`src/rtl/axi4_lite_pkg.sv`:
```
// Shared AXI4-Lite definitions: response codes, prot type and the outstanding-count helper.
package axi4_lite_pkg;

    localparam logic [1:0] RESP_OKAY   = 2'b00;
    localparam logic [1:0] RESP_EXOKAY = 2'b01;
    localparam logic [1:0] RESP_SLVERR = 2'b10;
    localparam logic [1:0] RESP_DECERR = 2'b11;

    // Wide enough for the largest supported MAX_OUT (15).
    localparam int unsigned OUT_CNT_W = 4;

    typedef logic [2:0] axi_prot_t;

    // Accept and response in the same cycle cancel; a stray response never underflows.
    function automatic logic [OUT_CNT_W-1:0] next_outstanding(
        input logic [OUT_CNT_W-1:0] cur,
        input logic                 inc,
        input logic                 dec
    );
        if (inc && !dec) begin
            return cur + OUT_CNT_W'(1);
        end
        if (dec && !inc && (cur != '0)) begin
            return cur - OUT_CNT_W'(1);
        end
        return cur;
    endfunction

endpackage

```
`src/rtl/axi4_lite_hold_reg.sv`:
```
// Payload register with pend flag: loads on local accept, clears on the AXI handshake.
module axi4_lite_hold_reg #(
    parameter int unsigned WIDTH = 32
) (
    input  logic             aclk,
    input  logic             aresetn,
    input  logic             load,
    input  logic [WIDTH-1:0] load_data,
    input  logic             handshake,
    output logic             pend,
    output logic [WIDTH-1:0] data
);

    logic             pend_q, pend_d;
    logic [WIDTH-1:0] data_q, data_d;

    always_comb begin
        pend_d = pend_q;
        data_d = data_q;
        if (load) begin
            pend_d = 1'b1;
            data_d = load_data;
        end else if (handshake) begin
            pend_d = 1'b0;
        end
    end

    always_ff @(posedge aclk or negedge aresetn) begin
        if (!aresetn) begin
            pend_q <= 1'b0;
            data_q <= '0;
        end else begin
            pend_q <= pend_d;
            data_q <= data_d;
        end
    end

    assign pend = pend_q;
    assign data = data_q;

endmodule

```
`src/rtl/axi4_lite_master_bridge.sv`:
```
// Valid/ready command/response to AXI4-Lite master bridge with bounded outstanding count.
// Optional watchdog flags enabled by defining AXI4_LITE_MASTER_TIMEOUT_EN.
module axi4_lite_master_bridge
    import axi4_lite_pkg::*;
#(
    parameter int unsigned ADDR_W         = 32,
    parameter int unsigned DATA_W         = 32,
    parameter int unsigned MAX_OUT        = 4,
    parameter int unsigned TIMEOUT_CYCLES = 1024,
    localparam int unsigned STRB_W        = DATA_W / 8
) (
    input  logic              aclk,
    input  logic              aresetn,
    input  logic              wr_req_valid,
    output logic              wr_req_ready,
    input  logic [ADDR_W-1:0] wr_req_addr,
    input  axi_prot_t         wr_req_prot,
    input  logic [DATA_W-1:0] wr_req_data,
    input  logic [STRB_W-1:0] wr_req_strb,
    output logic              wr_rsp_valid,
    input  logic              wr_rsp_ready,
    output logic [1:0]        wr_rsp_resp,
    input  logic              rd_req_valid,
    output logic              rd_req_ready,
    input  logic [ADDR_W-1:0] rd_req_addr,
    input  axi_prot_t         rd_req_prot,
    output logic              rd_rsp_valid,
    input  logic              rd_rsp_ready,
    output logic [DATA_W-1:0] rd_rsp_data,
    output logic [1:0]        rd_rsp_resp,
    output logic [ADDR_W-1:0] awaddr,
    output axi_prot_t         awprot,
    output logic              awvalid,
    input  logic              awready,
    output logic [DATA_W-1:0] wdata,
    output logic [STRB_W-1:0] wstrb,
    output logic              wvalid,
    input  logic              wready,
    input  logic [1:0]        bresp,
    input  logic              bvalid,
    output logic              bready,
    output logic [ADDR_W-1:0] araddr,
    output axi_prot_t         arprot,
    output logic              arvalid,
    input  logic              arready,
    input  logic [DATA_W-1:0] rdata,
    input  logic [1:0]        rresp,
    input  logic              rvalid,
    output logic              rready
`ifdef AXI4_LITE_MASTER_TIMEOUT_EN
    ,
    output logic              wr_timeout,
    output logic              rd_timeout
`endif
);

    if ((MAX_OUT < 1) || (MAX_OUT > 15) || (TIMEOUT_CYCLES < 1) ||
        ((DATA_W != 32) && (DATA_W != 64))) begin : g_bad_params
        $error("axi4_lite_master_bridge: parameter out of range");
    end

    logic aw_pend, w_pend, ar_pend;
    logic wr_accept, rd_accept;
    logic aw_hs, w_hs, ar_hs, b_hs, r_hs;

    logic [OUT_CNT_W-1:0] wr_out_q, wr_out_d, rd_out_q, rd_out_d;

    logic              wr_rsp_valid_q, wr_rsp_valid_d;
    logic [1:0]        wr_rsp_resp_q, wr_rsp_resp_d;
    logic              rd_rsp_valid_q, rd_rsp_valid_d;
    logic [1:0]        rd_rsp_resp_q, rd_rsp_resp_d;
    logic [DATA_W-1:0] rd_rsp_data_q, rd_rsp_data_d;

    logic [ADDR_W+2:0]        aw_data, ar_data;
    logic [DATA_W+STRB_W-1:0] w_data;

    // Readies are gated by aresetn so they read 0 while reset is held.
    assign wr_req_ready = aresetn && !aw_pend && !w_pend && (wr_out_q < OUT_CNT_W'(MAX_OUT));
    assign rd_req_ready = aresetn && !ar_pend && (rd_out_q < OUT_CNT_W'(MAX_OUT));
    assign bready       = aresetn && !wr_rsp_valid_q;
    assign rready       = aresetn && !rd_rsp_valid_q;

    assign wr_accept = wr_req_valid && wr_req_ready;
    assign rd_accept = rd_req_valid && rd_req_ready;
    assign aw_hs     = aw_pend && awready;
    assign w_hs      = w_pend && wready;
    assign ar_hs     = ar_pend && arready;
    assign b_hs      = bvalid && bready;
    assign r_hs      = rvalid && rready;

    axi4_lite_hold_reg #(.WIDTH(ADDR_W + 3)) u_aw_reg (
        .aclk      (aclk),
        .aresetn   (aresetn),
        .load      (wr_accept),
        .load_data ({wr_req_prot, wr_req_addr}),
        .handshake (aw_hs),
        .pend      (aw_pend),
        .data      (aw_data)
    );

    axi4_lite_hold_reg #(.WIDTH(DATA_W + STRB_W)) u_w_reg (
        .aclk      (aclk),
        .aresetn   (aresetn),
        .load      (wr_accept),
        .load_data ({wr_req_strb, wr_req_data}),
        .handshake (w_hs),
        .pend      (w_pend),
        .data      (w_data)
    );

    axi4_lite_hold_reg #(.WIDTH(ADDR_W + 3)) u_ar_reg (
        .aclk      (aclk),
        .aresetn   (aresetn),
        .load      (rd_accept),
        .load_data ({rd_req_prot, rd_req_addr}),
        .handshake (ar_hs),
        .pend      (ar_pend),
        .data      (ar_data)
    );

    assign awvalid = aw_pend;
    assign awaddr  = aw_data[ADDR_W-1:0];
    assign awprot  = aw_data[ADDR_W+2:ADDR_W];
    assign wvalid  = w_pend;
    assign wdata   = w_data[DATA_W-1:0];
    assign wstrb   = w_data[DATA_W+STRB_W-1:DATA_W];
    assign arvalid = ar_pend;
    assign araddr  = ar_data[ADDR_W-1:0];
    assign arprot  = ar_data[ADDR_W+2:ADDR_W];

    always_comb begin
        wr_out_d       = next_outstanding(wr_out_q, wr_accept, b_hs);
        rd_out_d       = next_outstanding(rd_out_q, rd_accept, r_hs);
        wr_rsp_valid_d = wr_rsp_valid_q;
        wr_rsp_resp_d  = wr_rsp_resp_q;
        rd_rsp_valid_d = rd_rsp_valid_q;
        rd_rsp_resp_d  = rd_rsp_resp_q;
        rd_rsp_data_d  = rd_rsp_data_q;
        // A B/R handshake only happens while the response slot is empty.
        if (b_hs) begin
            wr_rsp_valid_d = 1'b1;
            wr_rsp_resp_d  = bresp;
        end else if (wr_rsp_valid_q && wr_rsp_ready) begin
            wr_rsp_valid_d = 1'b0;
        end
        if (r_hs) begin
            rd_rsp_valid_d = 1'b1;
            rd_rsp_resp_d  = rresp;
            rd_rsp_data_d  = rdata;
        end else if (rd_rsp_valid_q && rd_rsp_ready) begin
            rd_rsp_valid_d = 1'b0;
        end
    end

    always_ff @(posedge aclk or negedge aresetn) begin
        if (!aresetn) begin
            wr_out_q       <= '0;
            rd_out_q       <= '0;
            wr_rsp_valid_q <= 1'b0;
            wr_rsp_resp_q  <= '0;
            rd_rsp_valid_q <= 1'b0;
            rd_rsp_resp_q  <= '0;
            rd_rsp_data_q  <= '0;
        end else begin
            wr_out_q       <= wr_out_d;
            rd_out_q       <= rd_out_d;
            wr_rsp_valid_q <= wr_rsp_valid_d;
            wr_rsp_resp_q  <= wr_rsp_resp_d;
            rd_rsp_valid_q <= rd_rsp_valid_d;
            rd_rsp_resp_q  <= rd_rsp_resp_d;
            rd_rsp_data_q  <= rd_rsp_data_d;
        end
    end

    assign wr_rsp_valid = wr_rsp_valid_q;
    assign wr_rsp_resp  = wr_rsp_resp_q;
    assign rd_rsp_valid = rd_rsp_valid_q;
    assign rd_rsp_resp  = rd_rsp_resp_q;
    assign rd_rsp_data  = rd_rsp_data_q;

`ifdef AXI4_LITE_MASTER_TIMEOUT_EN
    localparam int unsigned TO_W = $clog2(TIMEOUT_CYCLES + 1);

    logic [TO_W-1:0] wr_to_cnt_q, wr_to_cnt_d, rd_to_cnt_q, rd_to_cnt_d;
    logic            wr_timeout_q, wr_timeout_d, rd_timeout_q, rd_timeout_d;

    // Counters saturate at the limit; flags are sticky until reset.
    always_comb begin
        wr_to_cnt_d = wr_to_cnt_q;
        rd_to_cnt_d = rd_to_cnt_q;
        if (b_hs || (wr_out_q == '0)) begin
            wr_to_cnt_d = '0;
        end else if (wr_to_cnt_q != TO_W'(TIMEOUT_CYCLES)) begin
            wr_to_cnt_d = wr_to_cnt_q + TO_W'(1);
        end
        if (r_hs || (rd_out_q == '0)) begin
            rd_to_cnt_d = '0;
        end else if (rd_to_cnt_q != TO_W'(TIMEOUT_CYCLES)) begin
            rd_to_cnt_d = rd_to_cnt_q + TO_W'(1);
        end
        wr_timeout_d = wr_timeout_q || (wr_to_cnt_d == TO_W'(TIMEOUT_CYCLES));
        rd_timeout_d = rd_timeout_q || (rd_to_cnt_d == TO_W'(TIMEOUT_CYCLES));
    end

    always_ff @(posedge aclk or negedge aresetn) begin
        if (!aresetn) begin
            wr_to_cnt_q  <= '0;
            rd_to_cnt_q  <= '0;
            wr_timeout_q <= 1'b0;
            rd_timeout_q <= 1'b0;
        end else begin
            wr_to_cnt_q  <= wr_to_cnt_d;
            rd_to_cnt_q  <= rd_to_cnt_d;
            wr_timeout_q <= wr_timeout_d;
            rd_timeout_q <= rd_timeout_d;
        end
    end

    assign wr_timeout = wr_timeout_q;
    assign rd_timeout = rd_timeout_q;
`endif

endmodule

```
`config.mk`:
```
export PLATFORM = sky130hd
export DESIGN_NAME = axi4_lite_master_bridge
export DESIGN_NICKNAME = d
export VERILOG_FILES = /design/src/rtl/axi4_lite_pkg.sv /design/src/rtl/axi4_lite_hold_reg.sv /design/src/rtl/axi4_lite_master_bridge.sv
export SDC_FILE = /design/constraint.sdc
export NUM_CORES = 1
export LEC_CHECK = 0
export ABC_AREA = 1
export ABC_CLOCK_PERIOD_IN_PS = 1700
export BUFFER_PORTS_ARGS = -buffer_cell sky130_fd_sc_hd__clkbuf_2
export CORE_MARGIN = 4
export CORE_UTILIZATION = 25
export CTS_CLUSTER_SIZE = 25
export DETAILED_ROUTE_END_ITERATION = 12
export GPL_TIMING_DRIVEN = 0
export HOLD_SLACK_MARGIN = 0.15
export PLACE_DENSITY = 0.55
export SLEW_MARGIN = 20
export SYNTH_ARGS = -nofsm -noshare
export SYNTH_HDL_FRONTEND = slang
export SYNTH_SLANG_ARGS = --single-unit
```
`constraint.sdc`:
```
create_clock -name aclk -period 1.7 [get_ports aclk]
set_input_delay 0.34 -clock aclk [delete_from_list [all_inputs] [get_ports aclk]]
set_output_delay 0.34 -clock aclk [all_outputs]
set_load 0.05 [all_outputs]
```
==> run summary, run 1 <==
Dividing the final minimum period by the clock period gives 99.17%. For the violation count after the first detailed-routing iteration, the log shows 207. Cells with a size suffix above 1 make up 40.88% of the layout. The library cell used most frequently in the layout, excluding fill and tap cells, is clkbuf_2.

For the maximum achievable frequency, the log shows 593.2 MHz. The kind of capture point of the worst setup path is a primary output. The number of global-route vias before repair is 6426, and the worst setup slack after placement is -0.8762 ns.

For this run the aggregate overflow at the end of global routing stands at 0. Measured against its own limit, the worst slew margin works out to 38.99%. The deepest clock path buffer count is 2, and the pin count of the biggest net entering global routing is 42.

The placed instances occupy a cell area of 8696 µm². The number of pins with negative max-slew slack in the final report is 0. The count of state elements after synthesis came out at 155. Clock-pin slew was measured on the worst setup and hold paths at 0.06 ns.

The worst-case IR drop observed on VDD is 776.1 µV. The run gives 21290 µm as the total length of routed wires. Number of setup violations in the final report: 0. After the last flow step, the layout net total stands at 1328. Width of the chip: 171.6 µm. The finished cells cover 10930 µm².

The final worst clock skew is 0.007762 ns, and the count of pins on the block boundary is 304. The clock latency on the worst-skew pair was 0.41 ns. Of the synthesized area, sequential elements account for 57.94%.

After synthesis the cells add up to 6694 µm². The launch instance of the worst register-to-register path is wr_out_q[2]$_DFFE_PN0P_. After detailed routing, the average wire length per cell comes to 14.02 µm.

The tools report the critical path launch point as wr_out_q[2]$_DFFE_PN0P_. The power per cell area is 1851 nW/µm², and the routability congestion estimate is 0.7339. In the routed layout, each cell is associated on average with a via count of 4.074.

For the total via count after detailed routing, the log shows 6188. The tools report the number of antenna cells inserted as 0. The initial antenna violation count was 1; the net count after synthesis was 851. The growth of design area from synthesis to finish works out to 63.25%.

For the pin with the worst max-slew slack, the measured transition is 0.9122 ns. Of all flip-flops after synthesis, the portion carrying an async set or reset was 100.0%. The worst hold path belongs to the class in2reg.

Clock tree synthesis inserted a total of 17 buffers. For the finished layout, the period the worst path requires is 1.686 ns. Setup repair after global routing could not meet its margin everywhere. The root buffer cell chosen for the clock tree is clkbuf_16.

The logs give 0 for the final count of hold timing violations and 1.36 ns for the endpoint required time on the critical path. The detailed-router iteration count before antenna repair was 4. The mean cell area of the mapped netlist works out to 9.645 µm². The tools report the worst min-delay path startpoint as wr_req_addr[20]. Port buffering added 303 buffers. The first global-routing pass estimated 33010 µm of wire.

The run finished with clean final reports. Leaving out fill and tap cells, the most frequent cells in the layout are clkbuf_2, nand2_1, dfrtp_1. The number of warnings printed during yosys synthesis is 0, and the data arrival time at the worst-slack endpoint is 1.35 ns. In this run the static leakage power is 6.039 nW.

The run gives 14.19% as the global router's overall resource usage. Synthesized instance count: 694. STA classifies the critical path startpoint as a flop. Of all nets on the critical path, the largest fanout is 2.

The placed wire-length estimate after detailed placement is 14080 µm. Number of maximum-capacitance constraint violations: 0. TritonCTS built the clock tree. The count of nets left with antenna violations once routing finished came out at 0. The die covers 29460 µm². Fill cells in the final layout number 2545. The clock net in this run drives a total of 155 sinks. The run gives 4 as the maximum level of the CTS H-tree. Once routing completed, OpenROAD measured the worst setup slack at 0.01411 ns. The floorplan has 59 rows.

The die is 171.6 µm tall. The number of enable-type register cells in the synthesized netlist works out to 0. The effective utilization at floorplan is 25.54%, and the count of unresolved DRC violations after routing is 0. The synthesized netlist contains 27 unique library cells. In the synthesized netlist the dominant register cell turns out to be dfrtp_1. After floorplanning, the core was sized to cover 26210 µm². The worst setup path is of the reg2out kind.
final cells by class:
| class | count | area (µm²) | share of cell area, % |
|---|---|---|---|
| Timing Repair Buffer | 460 | 3208 | 29.36 |
| Buffer | 31 | 286.5 | 2.622 |
| Clock inverter | 13 | 140.1 | 1.282 |
| Sequential cell | 155 | 3882 | 35.53 |
| Clock buffer | 19 | 442.9 | 4.053 |
| Multi-Input combinational cell | 387 | 2102 | 19.24 |
| Tap cell | 335 | 419.2 | 3.836 |
| Inverter | 119 | 446.7 | 4.087 |
registers in the layout, indices dropped and copies added, names as in the netlist:
name,count
u_w_reg.pend,1
wr_rsp_valid,1
u_aw_reg.pend,1
rd_out_q,4
u_aw_reg.data,35
u_w_reg.data,36
wr_rsp_resp,2
rd_rsp_data,32
wr_out_q,4
u_ar_reg.data,35
u_ar_reg.pend,1
rd_rsp_valid,1
rd_rsp_resp,2
through the flow:
stage	utilization (%)	setup TNS [ns]	power, mW	hold slack (ns)	std cells
2_1_floorplan	-	0	13.60	0.04441	694
3_3_place_gp	33.04	-974.56	15.99	0.4621	1332
3_5_place_dp	33.18	-80.69	16.11	0.4256	1333
4_1_cts	41.67	-0.05527	20.45	0.1512	1518
5_1_grt	41.70	-0.08796	21.36	0.1509	1519
6_report	41.70	0	20.23	0.1779	1519
worst max-delay path, cell delays in order (launching register included):
cell     delay [ns]
dfrtp_2        0.44
nor4_4         0.31
buf_8          0.19
logic make-up after synthesis:
family	Yosys count	share of synthesized area (%)
buffers and inverters	152	11.10
adder cells (fa/ha/maj)	4	0.7477
flip-flops	155	57.94
XOR/XNOR	6	0.7852
AO/OA/AOI/OAI	115	12.75
AND/OR/NAND/NOR	262	16.67
repair_timing:
action                     4_1_cts  5_1_grt
hold buffers                   149        1
cloned                           4        0
gates resized for setup          8        2
hold endpoints to repair       257       20
setup endpoints to repair       81        2
setup buffers                    2        0
metal layers:
metal	global-route usage [%]	routed length, µm	vias to the layer above
met1	17.36	9141	2889
met2	24.48	10560	190
met5	0	20	-
met4	5.580	585	2
met3	2.942	978	42
li1	-	-	3065
Yosys cell counts, types with 4 or more instances:
| master | n | area (µm²) |
|---|---|---|
| buf_2 | 9 | 45.04 |
| buf_6 | 20 | 225.2 |
| dfrtp_1 | 155 | 3879 |
| ha_1 | 4 | 50.05 |
| inv_1 | 117 | 439.2 |
| nand2_1 | 211 | 792.0 |
| nand2_2 | 21 | 131.4 |
| nand3_1 | 13 | 65.06 |
| o21ai_0 | 6 | 30.03 |
| o21ai_1 | 35 | 175.2 |
| o21ai_2 | 73 | 639.4 |
report_power, final:
part	switching, mW	internal [mW]	total [mW]
clock	1.63	2.22	3.85
combinational	7.56	2.75	10.3
sequential	0.923	5.14	6.07
total	10.1	10.1	20.2
worst paths after layout:
path                                                       to  slack, ns  cells past startpoint
max in group asynchronous             rd_out_q[2]$_DFFE_PN0P_       0.32                      3
worst min-delay path            u_aw_reg.data[20]$_DFFE_PN0P_       0.18                      3
min in group asynchronous        u_w_reg.data[19]$_DFFE_PN0P_       0.49                      3
worst max register to register  u_aw_reg.data[27]$_DFFE_PN0P_       0.26                      7
worst max-delay path                             wr_req_ready       0.01                      2
worst min register to register    rd_rsp_data[23]$_DFFE_PN0P_       0.48                      2
(Power assumes the default switching activity.)
==> run 2, diff against run 1 <==
Settings changed: CELL_PAD_IN_SITES_DETAIL_PLACEMENT from default to 0, CELL_PAD_IN_SITES_GLOBAL_PLACEMENT from default to 1, PLACE_DENSITY 0.55 to 0.69.
==> run 2 against run 1 <==
Net effect: clock skew up 0.0027 ns; sequential power about the same; non-clock buffer count rose by 1; hold slack worse by 0.037 ns; first-iteration DRC count rose by 27%; worst setup slack improved by 0.014 ns; core utilization about the same; via count down 0.66%; clock power is essentially flat; register-to-register slack about the same; critical path depth unchanged; die area unchanged; largest power group unchanged.
==> run summary, run 2 (synthesized netlist as in run 1, its figures left out) <==
The count of standard-cell rows was 59; the switching power summed over all nets was 10.12 mW. For the number of pins with negative max-slew slack in the final report, the log shows 0. TritonCTS built the clock tree.

Net switching is 50.06% of the power. The peak ir drop on the vdd network is 691.2 µV. The tree built by TritonCTS fans out to 155 sinks.

After clock tree synthesis, the clock-pin slew on the worst setup and hold paths is 0.06 ns. The final layout contains routed wiring with a total length of 21090 µm. The worst setup path is captured at a primary output.

STA classifies the critical path startpoint as a flop. Detailed placement ended at an HPWL of 14150 µm. In this run the worst path has a maximum fanout of 2. The smallest clock period supported by the final layout is computed as 1.672 ns. The initial antenna violation count came out at 0.

Maximum level of the CTS H-tree: 4. The number of nets in the layout came out at 1329. The register with the most flip-flops in the layout has 36 of them.

Entering global routing, the biggest net connects 42 pins. Combinational logic burns 51.1% of the power. In the final layout, the share of cells above drive strength 1 is 41.39%. The logs give 0 for the number of antenna cells inserted and 0.1405 ns for the final hold slack.

The worst min-delay path category was in2async. The run gives 17 as the total CTS buffers. In the layout the commonest cells are clkbuf_2, nand2_1, dfrtp_1. Between clock sinks in the finished design, the worst skew comes to 0.01046 ns. The count of unresolved DRC violations after routing was 0.

The logs give 6318 for the number of global-route vias before repair and 6.037 nW for the standby leakage power. The sequential cell fraction of total power was 29.9%; the total of buffers placed on input and output ports was 303. Max-cap violations in this run came to 0. The flow ran to the end, and the final reports show no timing, DRC or antenna violations. The global router's overall resource usage is 14.05%. Leaving out fill and tap cells, the most frequent cell in the layout is clkbuf_2. The clock passes through at most 2 buffers.

Number of inserted filler cells in the final layout: 2612. The via density per instance was 4.047; the die height was 171.6 µm. The design draws 20.21 mW. The count of pins on the block boundary is 304, and the slew at the pin closest to its max-slew limit is 0.5237 ns. The die covers 29460 µm². The growth of design area from synthesis to finish was 63.35%.

The first global-routing pass estimated 32660 µm of wire. Final antenna-violating net count: 0. The maximum achievable frequency is 598.2 MHz. The cell at the root of the clock tree is clkbuf_16.

The pre-antenna-repair detailed-routing pass consisted of 4 iterations. Share of the clock period used by the worst path after layout: 98.33%. The clock share of power was 19.0%; the clock latency on the worst-skew pair was 0.42 ns.

The global-route congestion overflow total was 0; the power per cell area was 1849 nW/µm². The routed wirelength normalized by instance count was 13.89 µm; the data arrival time at the worst-slack endpoint was 1.33 ns. Data on the critical path is required at its endpoint by 1.36 ns.

The logs give 0 for the final count of hold timing violations and 0 ns for the sum of negative setup slack. The first routing iteration left 263 violations. At the end of routability-driven placement, the weighted congestion stood at 0.7276. Post-layout utilization of the core: 41.72%. The total via count after detailed routing was 6147. The worst setup path is of the reg2out kind.

Setup violations remaining at the end of the flow were counted as 0. The initial utilization of the core area, before any placement, comes to 25.54%. The internal cell power is 10.10 mW. From left edge to right edge, the die measures 171.6 µm. In this run the tightest slew margin relative to its limit is 65.08%.

Area of the core: 26210 µm². Setup repair after global routing could not meet its margin everywhere.
-- run 2: worst max-delay path: stages, from the launching register on --
cell and delay [ns]:
dfrtp_2 0.42, nor4_4 0.31, buf_8 0.19
-- run 2: metrics by stage --
stage,std cells,setup WS (ns),area (µm²)
detailed placement,1333,-0.9379,8696
global placement,1332,-4.245,8660
CTS,1519,-0.02776,10930
finish,1519,0.02837,10930
global route,1519,-0.03834,10930
floorplan,694,0.04354,6724
-- run 2: cell type report --
class | instances | area [µm²] | share of cell area (%)
Sequential cell | 155 | 3885 | 35.53
Timing Repair Buffer | 461 | 3208 | 29.34
Multi-Input combinational cell | 387 | 2115 | 19.34
Inverter | 119 | 446.7 | 4.085
Clock buffer | 19 | 432.9 | 3.959
Tap cell | 335 | 419.2 | 3.833
Buffer | 31 | 286.5 | 2.620
Clock inverter | 12 | 141.4 | 1.293
-- run 2: power by group through the flow --
stage | registers, mW | clock network (mW) | logic, mW
3_3_place_gp | 6.05 | 0 | 9.94
3_5_place_dp | 6.08 | 0 | 10.0
6_report | 6.04 | 3.84 | 10.3
4_1_cts | 6.04 | 3.98 | 10.4
2_1_floorplan | 10.8 | 0 | 2.83
5_1_grt | 6.22 | 4.14 | 11.0
-- run 2: path summary, 6_finish.rpt --
kind	slack, ns	cells after the start	endpoint	from
max in group asynchronous	0.66	4	u_aw_reg.data[11]$_DFFE_PN0P_	aresetn
min reg2reg	0.48	2	rd_rsp_data[28]$_DFFE_PN0P_	rd_rsp_data[28]$_DFFE_PN0P_
max	0.03	2	wr_req_ready	wr_out_q[2]$_DFFE_PN0P_
min	0.14	3	u_ar_reg.data[20]$_DFFE_PN0P_	aresetn
max reg2reg	0.25	7	u_aw_reg.data[26]$_DFFE_PN0P_	wr_out_q[2]$_DFFE_PN0P_
min in group aclk	0.18	3	u_aw_reg.data[9]$_DFFE_PN0P_	wr_req_addr[9]
-- run 2: repair_timing --
action	CTS	global route
pin swaps	1	1
cloned	4	0
hold buffers	148	1
setup buffers	4	0
resized for setup	14	4
endpoints found under the hold margin	277	20
endpoints found under the setup margin	155	3
-- run 2: layer usage --
metal  wire, µm  track usage (%)
met1       9229            17.49
met2      10340            24.04
met3       1193            3.723
met4        334            4.030
met5          0                0
